<file path="src/rtl/pipe_stage_hs.sv">
// Handshaked pipeline stage register with valid/ready flow control, flush-to-bubble,
// and an optional 2-entry skid buffer that keeps in_ready registered.
module pipe_stage_hs #(
  parameter int unsigned            WIDTH   = 32,
  parameter bit                     SKID_EN = 1'b1,
  parameter logic [WIDTH-1:0]       RST_VAL = '0
) (
  input  logic             clk,
  input  logic             rstn,
  input  logic             flush,
  input  logic [WIDTH-1:0] set_data,
  input  logic             in_valid,
  output logic             in_ready,
  input  logic [WIDTH-1:0] in_data,
  output logic             out_valid,
  input  logic             out_ready,
  output logic [WIDTH-1:0] out_data,
  output logic [1:0]       count
);

  typedef enum logic [1:0] {
    EMPTY = 2'd0,
    FULL  = 2'd1,
    SKID  = 2'd2
  } state_t;

  state_t           state, state_nxt;
  logic [WIDTH-1:0] main_q, skid_q;
  logic             in_ready_q;
  logic             in_fire, out_fire;
  logic             load_main_in, load_main_skid, load_skid;

  // With the skid buffer, in_ready comes straight from a flop so no path exists from out_ready.
  assign in_ready = SKID_EN ? in_ready_q : (~out_valid | out_ready);
  assign in_fire  = in_valid & in_ready;
  assign out_fire = out_valid & out_ready;
  assign out_data = main_q;

  always_comb begin
    state_nxt      = state;
    load_main_in   = 1'b0;
    load_main_skid = 1'b0;
    load_skid      = 1'b0;
    unique case (state)
      EMPTY: begin
        if (in_fire) begin
          state_nxt    = FULL;
          load_main_in = 1'b1;
        end
      end
      FULL: begin
        if (in_fire && (out_fire || !SKID_EN)) begin
          load_main_in = 1'b1;
        end else if (in_fire) begin
          state_nxt = SKID;
          load_skid = 1'b1;
        end else if (out_fire) begin
          state_nxt = EMPTY;
        end
      end
      SKID: begin
        if (out_fire) begin
          state_nxt      = FULL;
          load_main_skid = 1'b1;
        end
      end
      default: state_nxt = EMPTY;
    endcase
  end

  always_ff @(posedge clk) begin
    if (!rstn) begin
      state      <= EMPTY;
      out_valid  <= 1'b0;
      count      <= 2'd0;
      in_ready_q <= 1'b1;
      main_q     <= RST_VAL;
      skid_q     <= RST_VAL;
    end else if (flush) begin
      // Skid contents are simply abandoned; the state no longer references them.
      state      <= EMPTY;
      out_valid  <= 1'b0;
      count      <= 2'd0;
      in_ready_q <= 1'b1;
      main_q     <= set_data;
    end else begin
      state      <= state_nxt;
      out_valid  <= (state_nxt != EMPTY);
      count      <= 2'(state_nxt);
      in_ready_q <= (state_nxt != SKID);
      if (load_main_in)   main_q <= in_data;
      if (load_main_skid) main_q <= skid_q;
      if (load_skid)      skid_q <= in_data;
    end
  end

endmodule

</file>
<file path="config.mk">
export PLATFORM = sky130hd
export DESIGN_NAME = pipe_stage_hs
export DESIGN_NICKNAME = d
export VERILOG_FILES = /design/src/rtl/pipe_stage_hs.sv
export SDC_FILE = /design/constraint.sdc
export NUM_CORES = 1
export LEC_CHECK = 0
export BUFFER_PORTS_ARGS = -buffer_cell sky130_fd_sc_hd__buf_2
export CAP_MARGIN = 10
export CORE_ASPECT_RATIO = 1.1
export CORE_UTILIZATION = 45
export CTS_CLUSTER_DIAMETER = 40
export DETAILED_ROUTE_END_ITERATION = 10
export PLACE_DENSITY = 0.72
export REMOVE_ABC_BUFFERS = 1
export SLEW_MARGIN = 20
export SYNTH_ARGS = -nofsm -noshare
export SYNTH_HDL_FRONTEND = slang
export SYNTH_SLANG_ARGS = --single-unit
</file>
<file path="constraint.sdc">
create_clock -name clk -period 3 [get_ports clk]
set_input_delay 0.15 -clock clk [delete_from_list [all_inputs] [get_ports clk]]
set_output_delay 0.15 -clock clk [all_outputs]
set_load 0.1 [all_outputs]
</file>
==> results of run 1 <==
[power by group through the flow]
stage          clock [mW]  combinational (mW)  sequential, mW
6_report            0.780               0.529           0.964
2_1_floorplan           0               0.120            1.23
5_1_grt             0.835               0.557           0.969
4_1_cts             0.788               0.529           0.964
3_5_place_dp            0               0.528           0.984
3_3_place_gp            0               0.523           0.983
[critical path, delay by kind of cell, from the launching register on]
family | cells | cell delay, ns
buf+inv | 1 | 0.35
flops | 1 | 0.45
simple gates | 1 | 0.25
compound gates | 2 | 0.70
[sequential cells by signal, indices dropped and copies added (netlist names)]
signal	cells
in_ready	1
state	2
out_data	32
skid_q	32
out_valid	1
[worst min-delay path by stage]
stage / from / endpoint / slack [ns] / cells after the start
6_report: in_data[12] / skid_q[12] / 0.05 / 3
3_5_place_dp: in_data[12] / skid_q[12] / 0.42 / 3
2_1_floorplan: in_data[0] / skid_q[0] / 0.29 / 2
3_3_place_gp: in_data[29] / skid_q[29] / 0.41 / 3
4_1_cts: in_data[12] / skid_q[12] / 0.04 / 3
5_1_grt: in_data[25] / skid_q[25] / 0.05 / 3
[layer usage]
| metal | GRT usage (%) | vias up | share of wire [%] |
|---|---|---|---|
| li1 | - | 1561 | - |
| met1 | 30.8 | 1439 | 47 |
| met2 | 37.2 | 119 | 44 |
| met3 | 5.91 | 12 | 7.6 |
| met4 | 7.76 | 0 | 1.4 |
| met5 | 0 | - | 0 |
[cell families after synthesis]
logic type / synth area share, %
flip-flops: 41.7
multiplexers: 10.1
AND/OR/NAND/NOR: 21.2
buffers and inverters: 6.21
AO/OA/AOI/OAI: 20.8
[synthesized netlist by cell type (all sizes together)]
library cell	number	area [µm²]
dfxtp	68	1360
nand2	65	244
mux2i	33	330
nand2b	33	206
o21ai	33	165
a31oi	32	200
clkbuf	32	120
nand3	32	160
o311ai	32	280
buf	10	82.6
a211oi	2	15.0
a21bo	1	10.0
a21boi	1	7.51
and3b	1	8.76
nand3b	1	7.51
nand4	1	6.26
nand4b	1	8.76
nor2b	1	6.26
nor3	1	16.3
nor3b	1	7.51
nor4bb	1	10.0
or3b	1	8.76
[final cells by class]
| class | count | area, µm² | area share [%] |
|---|---|---|---|
| Clock buffer | 12 | 155 | 3.89 |
| Multi-Input combinational cell | 273 | 1710 | 42.8 |
| Sequential cell | 68 | 1360 | 34.2 |
| Timing Repair Buffer | 114 | 608 | 15.3 |
| Tap cell | 85 | 106 | 2.67 |
| Clock inverter | 4 | 47.5 | 1.19 |
[stage by stage]
step / hold slack (ns) / power [mW] / TNS (ns)
final: 0.0497 / 2.27 / 0
after global routing: 0.0535 / 2.36 / 0
after CTS: 0.0425 / 2.28 / 0
after detailed placement: 0.421 / 1.51 / 0
after global placement: 0.415 / 1.51 / 0
after floorplan: 0.292 / 1.35 / -14.17
==> metrics list, run 1 <==
- Setup crit start kind: register
- Power share of the clock group: 34.3%
* Remaining Overflow, GRT: 0
* Largest vdd supply drop: between 0.2 and 0.3 mV
* Detailed placer's ending HPWL: 5610 µm
- Fin. Hold Viols: 0
* Synthesized instance count: 383
* Total setup violations reported at the end of the flow: 0
- With fillers left out, the area of the finished cells amounts to 3980 µm².
- Routability cong.: 0.737
- For this block, the routed nets add up to between 8000 and 9000 µm of wire.
- Worst-case clock skew: ~0.0096 ns
* Fin crit period: 1.85 ns
- In this run the vertical extent of the chip is ~90 µm.
* Post-cts resize count: 0
- The share of the Yosys chip area taken by registers is 41.7%.
- Post-synthesis instance area: 3260 µm²
- Number of levels in the clock H-tree: 3
* Leakage power total: about 1.6 nW
- At the pin with the least slew margin, the transition time is 0.752 ns.
* Crit-path max FO: 18
- In this run the critical register-to-register path is captured at state[0].
- In the final layout, the share of cells above drive strength 1 is 28.2%.
- Maximum number of pins on one net before global-route repair: 54
- Number of hold-repair buffers added at the cts stage: 0
- The layout has 669 filler cells.
- The slowest stage of the critical path belongs to the cell a21boi_2.
- Max-capacitance violation count: 0
- Clock root buffer: clkbuf_8
* First-pass GRT wire length: roughly 14000 µm
- Number of routed nets with antenna violations: 0
- Counting every sink on the clock net gives 68.
- The number of pins with negative max-slew slack in the final report was 0.
- The placed instances occupy a cell area of 3780 µm².
- Die width: 83.2 µm
- RSZ-0062 raised after global routing: false
- For the worst setup path, the data arrival time is ~2.1 ns.
- The setup path with the least slack is of type reg2reg.
- The first detailed-routing pass ran for 4 iterations.
- Drt via density: approximately 5.6
* Post-CTS Setup Inserts: 0
- After floorplanning, the core was divided into 32 placement rows.
* Worst slew margin relative to its limit: 49.8%
- Of the available clock period, the critical path in the final layout requires between 60 and 70%.
- Initial standard-cell utilization of the core: 46.6%
* Net load switching power: 0.779 mW
- After detailed routing, the average wire length per cell comes to ~16 µm.
* Placed cells: 540
- For the worst-skew pair, the clock arrives at the later sink with an insertion delay of 0.35 ns.
- Class of the most critical hold timing path: in2reg
- Run status: finished, final reports clean
- Yosys printed 0 warnings.
- Dividing total power by cell area gives a power density of 571 nW/µm².
- Critical path capture point: state[0]
- Clock buffers created by TritonCTS: 9
- For this block, the via count after detailed routing is 3131.
- Number of flip-flops and latches in the synthesized netlist: 68
- Leaving out fill and tap cells, the most frequent cells in the layout are 104 x buf_2, 68 x dfxtp_1, 65 x nand2_1.
- The number of antenna diodes in the final layout is 0.
- The number of antenna violations at the first check in global routing came to 0.
* Int Pwr: 1.49 mW
- Global routing used roughly a quarter of the available tracks across all layers.
* Sequential power share: 42.4%
- For this run, the share of the core covered by cells in the final layout is 56.9%.
- 105 I/O pins were placed.
- Clock-pin slew on the worst setup and hold paths: 0.08 ns
- Buffers added on ports: roughly 100
- The setup check on the worst reg-to-reg path leaves a slack of 1.15 ns.
- Switching power as a share of total power: about a third
* Number of DRC markers after the initial detailed-route iteration: 212
- Most common cell after layout, fill and taps aside: buf_2
* Peak per-stage delay on the critical path: 0.61 ns
* Count of non-filler cells in the finished layout: approximately 560
- Cell-by-cell listing of the critical path: a21boi_2 -> buf_4 -> a211oi_1 -> nor4bb_1
* Kind of end point of the critical path: register
- The via count of the first global-routing pass came to 2870.
- For this run, the top clock speed supported by timing is 539 MHz.
- DIE AREA: 7600 µm²
- Combinational logic burns 23.3% of the power.
- TritonCTS built the clock tree.
- After the last flow step, the layout net total stands at 535.
- Relative to the synthesized area, the layout overhead comes to 22.1%.
- The netlist uses 25 different library cells.
- The region available for standard cell placement spans 7010 µm².
- The startpoint identified for the worst register-to-register timing path is state[0].
- Worst reg-to-reg path cell count: 4
- A synthesized cell averages 8.52 µm².
- Clock Path Buffers: 2
- Prior to clock tree synthesis, the placed netlist has a worst setup slack of 1.15 ns.
- For the worst setup path, the data required time is 3.25 ns.
- In the post-route analysis, the smallest setup slack over all paths is ~1.1 ns.
* Critical path launch point: state[0]
- Final routed DRC violation total: 0
Note: power is estimated with default switching activity, not from simulation.
==> run 2: changes to the inputs <==
clock period = 1.9 ns   (was 3 ns; I/O delays follow)
==> metrics list, run 2 (synthesis results as in run 1) <==
* Run status: finished, final reports clean
- The number of placed instances, taps included, is around 550.
- Average wire per cell in the routed design: roughly 16 µm
- Transition time of the tightest slew-check pin: around 0.63 ns
* Worst slew margin relative to its limit: 58.2%
* Cell-by-cell listing of the critical path: nand4b_1 -> buf_4 -> o311ai_0 -> a31oi_1
- Global routing finished with a remaining overflow of 0.
- Fraction of final layout cells with drive strength greater than 1: 28.7%
- The tree is rooted in a clkbuf_8.
* DIE AREA: 7600 µm²
- Setup crit start kind: register
- Detailed placement ended at an HPWL of 5860 µm.
- The analysis attributes to cell leakage a power of ~1.6 nW.
- The later pin in the worst-skew pair is clocked with a latency of 0.33 ns.
- RSZ-0062 raised after global routing: false
* Fin crit period: 1.68 ns
- For the worst flop-to-flop path, the logic depth is 4.
- Post-cts resize count: 0
* Worst path arrival time: 1.89 ns
* Kind of end point of the critical path: register
- Number of hold-repair buffers added at the cts stage: 0
- Drt via density: 5.78
* Number of sinks driven by the clock tree: 68
- Number of routed nets with antenna violations: 0
* Final routed DRC violation total: 0
- The first TritonRoute pass finished after 4 iterations.
* Clock buffers created by TritonCTS: 9
- Count of non-filler cells in the finished layout: 562
- The startpoint identified for the worst register-to-register timing path is out_valid.
- Antenna violations before repair: 0
- The die is 83.2 µm wide.
- The critical path is of the reg2reg type.
- The hold violation count in the final report is 0.
- The number of antenna diodes in the final layout is 0.
- Utilization of the core after routing: 57.5%
- Setup total negative slack on the finished layout was measured at 0 ns.
- The slowest stage of the critical path is the dfxtp_1 cell.
- Clock-pin slew on the worst setup and hold paths: 0.07 ns
* Cell area power density: just under 900 nW/µm²
- R2r setup slk: 0.22 ns
- Final worst path period share: between 80% and 90%
- In this run, the number of DRC markers left after iteration 0 of detailed routing was 238.
- Area Growth Syn to Fin: 23.5%
- Max Slew Vio Count: 0
- Leaving out fill and tap cells, the most frequent cells in the layout are 104 x buf_2, 68 x dfxtp_1, 65 x nand2_1.
- Overall power: 3.52 mW
- Crit-path max FO: 15
- Class of the most critical hold timing path: in2reg
- Maximum number of pins on one net before global-route repair: 63
- Terminus of the critical flop-to-flop path: out_data[20]
- The worst hold path passes through 3 cells.
* Buffers added on ports: 104
- CTS built an H-tree with a depth of 3.
* Die Height: 91.3 µm
- The tool flagged a number of max-cap violations equal to 0.
* Post-CTS Setup Inserts: 0
- Peak per-stage delay on the critical path: 0.41 ns
- Required time of the critical path: 2.11 ns
* Total global-route track usage: between 20% and 30%
* Clock Path Buffers: 2
- Startpoint of the tightest hold check path: in_data[22]
- Clock skew on the completed layout was measured at 0.00548 ns.
* First-pass GRT wire length: 14600 µm
- Largest vdd supply drop: 0.444 mV
* CTS tree: yes
- Routability-driven placement finished with a final weighted congestion of just under 0.8.
- The core region is 7010 µm².
- Vias in the first global route: 3099
- WHS Endpoint: skid_q[22]
- Number of ports placed on the die boundary: 105
- Setup violations remaining at the end of the flow were counted as 0.
* Total routed wirelength: around 9000 µm
- Core Rows: 32
* F_max: about 600 MHz
* Initial standard-cell utilization of the core: approximately 47%
- Across all layers, the routed design uses around 3200 vias.
- Most common cell after layout, fill and taps aside: buf_2
- Layout net count: around 540
## run 2: cell count changes in the layout (fill, tap and decap cells not counted)
cell	change
clkbuf_1	+2
buf_4	+6
clkinvlp_4	-1
buf_12	+1
clkbuf_8	-1
clkinv_2	-1
## run 2: where the power goes
group          total [mW]  internal, mW  switching (mW)
Sequential           1.52          1.49          0.0327
Combinational       0.852         0.206           0.646
Clock                1.15         0.635           0.510
## run 2: area by class of cell
class                   instances  area, µm²
clock inverters                 2       35.0
repair buffers                121        673
multi-input cells             273       1710
flip-flops and latches         68       1360
well taps                      85        106
fillers                       664       2980
clock buffers                  13        149
## run 2: per-layer routing
metal / vias up / wire length, µm / global-route usage (%)
met4: 0 / 86 / 8.48
met2: 136 / 4140 / 37.9
met5: - / 0 / 0
met3: 10 / 624 / 4.73
li1: 1574 / - / -
met1: 1527 / 4010 / 32.1
## run 2: worst max path at each step
stage / to / depth (start not counted) / from
6_report: out_data[20] / 4 / out_valid
5_1_grt: out_data[15] / 4 / out_valid
4_1_cts: out_data[20] / 4 / out_valid
3_5_place_dp: out_data[20] / 4 / out_valid
3_3_place_gp: out_data[21] / 4 / out_valid
2_1_floorplan: skid_q[0] / 3 / in_ready
## run 2: through the flow
stage | cell area, µm² | worst slack (ns) | hold WS [ns]
2_1_floorplan | 3060 | -1.47 | 0.237
3_3_place_gp | 3850 | 0.353 | 0.357
3_5_place_dp | 3850 | 0.263 | 0.361
4_1_cts | 4030 | 0.246 | 0.000477
5_1_grt | 4030 | 0.0677 | 0.0200
6_report | 4030 | 0.220 | 0.0157
## run 2: critical path: cells and delay by family, from the launching register on
family	cells	cell delay, ns
DFF	1	0.41
AOI/OAI and AO/OA	2	0.43
and+or+nand+nor	1	0.38
buffers and inverters	1	0.34
==> run 3: changes to the inputs <==
ABC_AREA = 1   (was unset)
CORE_UTILIZATION = 35   (was 45)
PLACE_DENSITY = unset   (was 0.72)
clock period = 1.55 ns   (was 1.9 ns; I/O delays follow)
==> metrics list, run 3 <==
- Cell area power density: 1010 nW/µm²
- After floorplanning, the core was divided into 40 placement rows.
* Fraction of synthesized cell area in xor and xnor cells: 0.218%
* Routing usage on met2: ~28%
* Highest-delay cell along the critical path: dfxtp_1
- Area Growth Syn to Fin: 24.2%
- Measured along the x axis, the die boundary spans 104 µm.
- Synthesized instance count: 712
* Setup crit start kind: register
- Class of the most critical hold timing path: in2reg
* Top delay family on crit path: simple AND/OR/NAND/NOR gates
- Met3 Use GR: 3.93%
- Critical path launch point: state[1]
- Main combinational cell family by area after synthesis: simple AND/OR/NAND/NOR gates
* Routability cong.: 0.723
- In the post-synthesis netlist, the cell with the most instances is nand2_1.
* Required time of the critical path: 1.82 ns
- After synthesis, flip-flops and latches occupy 33.9% of the total area.
* Met1 routing resource usage after global routing: around 23%
- The worst register-to-register path ends at out_data[24].
* Number of routed nets with antenna violations: 0
- CTS tree: yes
- Fraction of synthesized area in multiplexers: 0%
- Total routed wirelength: between 9000 and 10000 µm
- Data on the critical path arrives at its endpoint at roughly 1.6 ns.
- Top_reg_cell synth: dfxtp_1
* Leakage power total: 2.98 nW
- Number of library cell types mapped by synthesis: 18
- Across all hold checks on the routed design, the worst slack comes to 0.0529 ns.
- In this run the clock root is driven by a clkbuf_16.
* F_max: 727 MHz
- In the layout the commonest cells are 233 x nand2_1, 151 x nor2_1, 132 x inv_1, 104 x buf_2, 68 x dfxtp_1.
- between 100 and 150 I/O pins were placed.
* Post-CTS Setup Inserts: 0
- Fin crit period: 1.37 ns
- Entering global routing, the biggest net connects 58 pins.
- Of the available clock period, the critical path in the final layout requires 88.7%.
* Startpoint of the tightest hold check path: set_data[13]
- During placement, the flow inserted port buffers numbering about 100.
- 0 antenna diodes ended up in the layout.
- Buffers inserted to repair hold after CTS numbered 0.
- In the final design database the tool counted 873 nets.
- Async S/R FF share, synth: 0%
* Fin. Hold Viols: 0
- Crit-path max FO: 57
* Cell repeated most along the worst path: nor2_1
- In this run, CTS created clock tree buffers numbering 9.
- Ranking of synthesized cells by area: dfxtp_1 34%, nand2_1 22%, nor2_1 14%
* Cell-by-cell listing of the critical path: inv_2 -> nor2_2 -> nand2_4 -> buf_12 -> nand2_1 -> nand2_1 -> nor2_1 -> nor2_1 -> nor2_1
- In this run the standard cell core region covers 11100 µm².
* Worst reg-to-reg path cell count: 9
- Gr busiest metal: met2
- The finished cells cover between 4000 and 5000 µm².
* Worst-case clock skew: ~0.0045 ns
- Fraction of final layout cells with drive strength greater than 1: 18.9%
- Setup repair after global routing left no endpoint under its margin.
- Post-synthesis instance area: 4020 µm²
* First-pass GRT wire length: approximately 17000 µm
- The worst register-to-register path begins at state[1].
* Worst slew margin relative to its limit: between 60% and 70%
- Number of flip-flops and latches in the synthesized netlist: 68
* Leading area contributor after synthesis: dfxtp_1
- Leaving out filler cells and counting taps, the final layout contains around 960.
- The via count of the first global-routing pass came to 3686.
- Compound-Gate Fraction of Synth Area: 0.311%
- Number of search-and-repair iterations in the first detailed-routing pass: 7
- Once placement finished, the instance area stood at 4720 µm².
- The die is 114 µm tall.
- CTS built an H-tree with a depth of 3.
- Clock Path Buffers: 2
- Placed cells: between 900 and 1000
* Vias: 4079
- Critical path capture point: out_data[24]
- The worst setup path is captured at a register.
- Drt via density: 4.27
- The Yosys step of the flow raised 0 warnings.
- Number of cells on the critical path: 9
- For this run, the slowest stage of the critical path takes 0.40 ns.
- The first routing iteration left 148 violations.
- Crit path buffers/inverters: 2
- For this run, design rule violations remaining after detail routing come to 0.
* Avg Cell Area, Syn: 5.65 µm²
* Remaining Overflow, GRT: 0
- Transition time of the tightest slew-check pin: 0.513 ns
* Antenna violations before repair: 0
- The library cell used most frequently in the layout, excluding fill and tap cells, is nand2_1.
* Basic-gate share of the synthesized area counting and, or, nand and nor cells: 47.6%
* Initial standard-cell utilization of the core: 36.3%
- Clock latency on the worst-skew pair: 0.33 ns
- Crit path kind: reg2reg
- The die covers 11900 µm².
- R2r setup slk: 0.18 ns
- After clock tree synthesis, the clock-pin slew on the worst setup and hold paths is 0.06 ns.
- Total setup violations reported at the end of the flow: 0
- Average wire per cell in the routed design: ~10 µm
* Post-Synth Adder-Cell Area: 0%
- Number of sinks driven by the clock tree: 68
- Total global-route track usage: 17.4%
* Ranking of synthesized cells by instance count: 233 x nand2_1, 151 x nor2_1, 132 x inv_1
* Detailed placer's ending HPWL: 6640 µm
- Max Slew Vio Count: 0
- The synthesized design devotes to its leading area cell type 33.9% of total area.
- Across the VDD grid, the largest voltage drop is 0.411 mV.
- Number of enable flip-flop cells after synthesis: 0
- Max-capacitance violation count: 0
- Run status: finished, final reports clean
- Utilization of the core after routing: 45.1%
==> run 3: timing repair <==
action,CTS,global route
endpoints found under the setup margin,0,1
endpoints found under the hold margin,0,0
gates resized for setup,0,1
==> run 3: per-stage QoR <==
step / setup TNS (ns) / total power, mW / worst slack, ns
floorplan: -92.09 / 2.90 / -1.46
global placement: 0 / 3.24 / 0.185
detailed placement: 0 / 3.24 / 0.183
CTS: 0 / 5.12 / 0.158
global route: 0 / 5.31 / 0.00291
finish: 0 / 5.06 / 0.175
==> run 3: cells by family after synthesis <==
kind of cell,count (synthesis)
buf+inv,177
xor+xnor,1
simple gates,464
flops,68
compound gates,2
==> run 3: worst min-delay path by stage <==
| stage | cells past startpoint | slack [ns] | end |
|---|---|---|---|
| floorplan | 2 | 0.20 | skid_q[0] |
| global placement | 5 | 0.39 | out_data[1] |
| detailed placement | 5 | 0.39 | out_data[13] |
| CTS | 5 | 0.05 | out_data[13] |
| global route | 5 | 0.06 | out_data[22] |
| finish | 5 | 0.05 | out_data[13] |
==> run 3: report_power, final <==
group	internal [mW]	leakage (nW)	total, mW	switching, mW
clock	1.12	0.131	1.86	0.739
sequential	1.85	0.558	1.90	0.0481
combinational	0.325	2.29	1.30	0.978
total	3.30	2.98	5.06	1.76
==> run 3: area by class of cell <==
cell class                      instances  area [µm²]
Multi-Input combinational cell        467        1940
Clock buffer                           14         254
Timing Repair Buffer                  124         737
Inverter                              134         504
Fill cell                            1249        6070
Tap cell                              147         184
Sequential cell                        68        1360
Clock inverter                          2        10.0
==> run 3: worst register-to-register path: cells and delay by family, from the launching register on <==
kind	cells	cell delay, ns
AND/OR/NAND/NOR	7	0.67
flip-flops	1	0.40
buffers and inverters	2	0.25
==> run 3: per-layer routing <==
| layer | part of all wire, % | up-vias |
|---|---|---|
| met5 | 0 | - |
| met4 | 1.2 | 0 |
| met3 | 4.6 | 10 |
| met2 | 44 | 87 |
| met1 | 51 | 1723 |
| li1 | - | 2259 |
